**src/rtl/md_pkg.sv**
```systemverilog
// md_pkg: op encodings, FSM state type and default latencies shared by the MD issue controller.
package md_pkg;
    localparam int MULT_CYCLES_DEF = 5;
    localparam int DIV_CYCLES_DEF = 10;
    localparam int CNT_W = 8;
    localparam logic [2:0] MD_NONE = 3'd0;
    localparam logic [2:0] MD_MULT = 3'd1;
    localparam logic [2:0] MD_MULTU = 3'd2;
    localparam logic [2:0] MD_DIV = 3'd3;
    localparam logic [2:0] MD_DIVU = 3'd4;
    localparam logic [2:0] MD_MTHI = 3'd5;
    localparam logic [2:0] MD_MTLO = 3'd6;
    typedef enum logic [1:0] {IDLE, RUN, COMMIT} md_state_e;
endpackage

```
**src/rtl/md_latency_counter.sv**
```systemverilog
// md_latency_counter: loadable down-counter; last flags the final RUN cycle (count == 1).
module md_latency_counter
    import md_pkg::*;
(
    input  logic             clk,
    input  logic             reset,
    input  logic             load,
    input  logic [CNT_W-1:0] load_val,
    output logic             last
);
    logic [CNT_W-1:0] count;
    always_ff @(posedge clk)
        if (reset) count <= '0;
        else if (load) count <= load_val;
        else if (count != '0) count <= count - 1'b1;
    assign last = count == CNT_W'(1);
endmodule

```
**src/rtl/md_issue_ctrl.sv**
```systemverilog
// md_issue_ctrl: sequences mult/div/mthi/mtlo from E into the MD unit with one HI/LO write pulse.
// Build option MD_FLUSH_ABORT_EN: flush during RUN/COMMIT aborts the in-flight op.
module md_issue_ctrl
    import md_pkg::*;
#(
    parameter int MULT_CYCLES = MULT_CYCLES_DEF,
    parameter int DIV_CYCLES = DIV_CYCLES_DEF
) (
    input  logic        clk,
    input  logic        reset,
    input  logic        e_valid,
    input  logic [2:0]  e_op,
    input  logic [31:0] e_a,
    input  logic [31:0] e_b,
    input  logic        flush,
    input  logic        d_md_use,
    output logic [31:0] md_a,
    output logic [31:0] md_b,
    output logic [2:0]  md_op,
    output logic        md_we,
    output logic        busy,
    output logic        stall_d
);
    md_state_e state;
    logic [31:0] a_q, b_q;
    logic [2:0] op_q;
    logic take, issue, mt, last, abort;
    logic [CNT_W-1:0] load_val;
`ifdef MD_FLUSH_ABORT_EN
    assign abort = flush;
`else
    assign abort = 1'b0;
`endif
    assign take = state == IDLE && e_valid && !flush;
    assign issue = take && e_op >= MD_MULT && e_op <= MD_DIVU;
    assign mt = take && (e_op == MD_MTHI || e_op == MD_MTLO);
    assign load_val = (e_op == MD_MULT || e_op == MD_MULTU) ? CNT_W'(MULT_CYCLES - 1) : CNT_W'(DIV_CYCLES - 1);
    md_latency_counter u_cnt (
        .clk(clk),
        .reset(reset),
        .load(issue),
        .load_val(load_val),
        .last(last)
    );
    always_ff @(posedge clk)
        if (reset) begin
            state <= IDLE;
            a_q <= '0;
            b_q <= '0;
            op_q <= MD_NONE;
        end else begin
            case (state)
                IDLE: if (issue) begin
                    state <= RUN;
                    a_q <= e_a;
                    b_q <= e_b;
                    op_q <= e_op;
                end
                RUN: state <= abort ? IDLE : last ? COMMIT : RUN;
                default: state <= IDLE;
            endcase
        end
    // Latched values while an op is in flight, live E values in IDLE only for accepted ops
    always_comb begin
        busy = state != IDLE;
        md_a = busy ? a_q : (issue || mt) ? e_a : '0;
        md_b = busy ? b_q : (issue || mt) ? e_b : '0;
        md_op = busy ? op_q : (issue || mt) ? e_op : MD_NONE;
        md_we = mt || (state == COMMIT && !abort);
        stall_d = d_md_use && (busy || issue);
    end
endmodule
```
**config.mk**
```make
export PLATFORM = sky130hd
export DESIGN_NAME = md_issue_ctrl
export DESIGN_NICKNAME = d
export VERILOG_FILES = /design/src/rtl/md_pkg.sv /design/src/rtl/md_latency_counter.sv /design/src/rtl/md_issue_ctrl.sv
export SDC_FILE = /design/constraint.sdc
export NUM_CORES = 1
export LEC_CHECK = 0
export CORE_MARGIN = 2
export CORE_UTILIZATION = 47
export CTS_CLUSTER_DIAMETER = 50
export DETAILED_ROUTE_END_ITERATION = 6
export PLACE_DENSITY = 0.86
export SKIP_CTS_REPAIR_TIMING = 1
export SLEW_MARGIN = 25
export SYNTH_ARGS = -nofsm -noshare
export SYNTH_HDL_FRONTEND = slang
export SYNTH_SLANG_ARGS = --single-unit
export TNS_END_PERCENT = 20
```
**constraint.sdc**
```tcl
create_clock -name clk -period 3.1 [get_ports clk]
set_input_delay 0.62 -clock clk [delete_from_list [all_inputs] [get_ports clk]]
set_output_delay 0.62 -clock clk [all_outputs]
set_load 0.02 [all_outputs]
```
==> results.ini <==
[run_status]
status = finished clean

[critical_path]
end_kind = output port
slowest_delay_ns = 0.64
critPathSlowestCell = clkdlybuf4s50_1
crit_fanout = 8
start_kind = input pin
critPathKind = in -> out
cp_common_cell = clkdlybuf4s50_1
worstPathRequired_ns = 2.48
cp.arrival_ns = 2.36
crit_chain = clkdlybuf4s50_1 -> nor4b_4 -> buf_4 -> nand3_1 -> o21ai_0 -> clkdlybuf4s50_1

[global_route]
grt_pass1_vias = 3633
grt_max_degree = 68
overflow = 0
grt_pass1_wl_um = 16600
grtUsageTotal_pct = 23.9
antenna_found_initial = 0

[clock_tree]
cts_tree = built
cts_sinks = 77
cts.path.max_buffers = 2
cts_buffers = 9
clkTransAtPathRegs_ns = 0.07
htree_levels = 3
cts_root_buf = clkbuf_8
clock_latency_ns = 0.34

[placed_design]
dp_hpwl_um = 6770
gp_congestion = 0.774
io_buffer_count = 141
post-place-ws_ns = -0.244

[finish]
drive_above_1_share_pct = 6.08
n_antenna_cell = 0
final_net_count = 645
areaGrowthSynthToFinish_pct = 53.0
multiInputGateArea_sq_um = 1820
fillers = 557
regArea_sq_um = 1540

[yosys]
yosysSeqAreaShare_pct = 43.5
synth_fa_ha_area_share_pct = 0.705
synth_top_family_by_area = compound AO/OA/AOI/OAI gates
synth_ff_type = dfxtp_1
synthXorXnorAreaFrac_pct = 1.23
yosys.area_share.simple_pct = 19.0
synthMuxAreaShare_pct = 0.282
synth_area_per_cell_sq_um = 7.97
synthCells = 445
synth_nets = 519
ys_seq_elements = 77
yosysUniqueCellTypes = 34
synth_compound_area_share_pct = 29.4
synth_area_sq_um = 3550
yosysWarnings = 0
async_flop_share_pct = 0
synth_edf_count = 0

[drt]
firstDrtPassIters = 4
routedWlPerCell_um = 14.8
wirelength_um = 9990
drc = 0
viasPerCell = 5.47
drt_iter0_markers = 208
postRouteAntennaNets = 0
vias = 3693

[sta]
finalSetupTns_ns = 0
grt_setup_unrepaired = no
setup_violations = 0
setup_slack_ns = 0.119
worst_slew_pin_slew_ns = 0.724
relSlewSlack_pct = 51.8
hold_viol_final = 0
timing.fmax_mhz = 335
fin_crit_ns = 2.98
fin_worst_skew_ns = 0.00581
finalMaxSlewViolations = 0
fin_crit_sh_pct = 96.2
holdWs_ns = 0.457

[pwr]
p_sw_share_pct = 31.6
powerDensity_nw_per_um2 = 496
pwr-share-seq_pct = 42.7
p_switching_uw = 850
ir_drop_v = 0.000304
p_comb_share_pct = 29.7
p_int_uw = 1840
p_leak_uw = 0.00304
clock_power_share_pct = 27.6

[floorplanning]
die_h_um = 90.9
coreArea_sq_um = 7290
ios = 142
die_x_um = 90.9
die-area_sq_um = 8260
core.rowCount = 31
initial_utilization_pct = 48.6

[job]
maxCapViolCount = 0

[min_path]
hold_class = reg -> reg

## routing by layer
metal | vias up | global-route usage, % | share of wire [%]
li1 | 1815 | - | -
met1 | 1730 | 30.4 | 42
met2 | 136 | 40.7 | 51
met3 | 12 | 5.51 | 6.2
met4 | 0 | 6.94 | 1.1
met5 | - | 0 | 0
## final timing paths
path	from	end	depth (start not counted)	slack, ns
setup / recovery	flush	md_we	6	0.12
hold / removal	a_q[21]	a_q[21]	2	0.46
setup reg to reg	state[0]	a_q[27]	6	1.06
hold reg to reg	a_q[21]	a_q[21]	2	0.46
## power by group through the flow
| stage | logic, uW | registers [uW] | clock network, uW |
|---|---|---|---|
| floorplan | 509 | 1150 | 0 |
| global placement | 782 | 1160 | 0 |
| detailed placement | 807 | 1170 | 0 |
| CTS | 813 | 1150 | 755 |
| global route | 873 | 1160 | 805 |
| finish | 799 | 1150 | 743 |
## cell usage after synthesis, drive strengths merged (3+ instances only)
cell,n,area (sq um)
nand2,138,518
dfxtp,77,1540
a21oi,70,350
a22o,66,578
clkbuf,22,82.6
buf,19,111
nor2,7,26.3
nand3,5,25.0
inv,4,15.0
o21ai,4,20.0
a211oi,3,22.5
xor2,3,26.3
## worst max-delay path: cells and delay by family
kind / cells / cell delay, ns
compound gates: 1 / 0.10
simple gates: 2 / 0.35
buf+inv: 3 / 1.28
## cells by family after synthesis
family | Yosys count
adders and majority gates | 2
DFF | 77
muxes | 1
xor gates and xnor gates | 5
AOI/OAI and AO/OA | 152
and+or+nand+nor | 163
buffers and inverters | 45
## layout make-up
class / instances / share of cell area [%]
inverters: 4 / 0.277
clock inverters: 4 / 0.876
clock buffers: 12 / 2.67
well taps: 99 / 2.28
repair buffers: 156 / 32.0
multi-input cells: 323 / 33.5
flip-flops and latches: 77 / 28.4
## placed cells by master, fill, tap and decap left out, types with 3 or more instances in the layout
cell,n
clkbuf_8,10
clkdlybuf4s50_1,73
inv_1,4
nand2_1,138
a22o_1,66
nor2_1,7
buf_4,11
dfxtp_1,77
o21ai_0,4
dlymetal6s2s_1,67
buf_12,4
nand3_1,4
xor2_1,3
a211oi_1,3
a21oi_1,70
## per-stage QoR
step	cells	power (uW)	cell area (sq um)	util, %
finish	675	2690	5430	74.4
global route	675	2840	5430	74.4
CTS	675	2720	5260	72.1
detailed placement	659	1980	5070	69.5
global placement	659	1940	5070	69.5
floorplan	445	1660	3550	-
## flip-flops by register name (all words and copies together), names as in the netlist
signal and cells:
a_q 32, b_q 32, u_cnt.count 8, op_q 3
state 2
(Power assumes the default switching activity.)
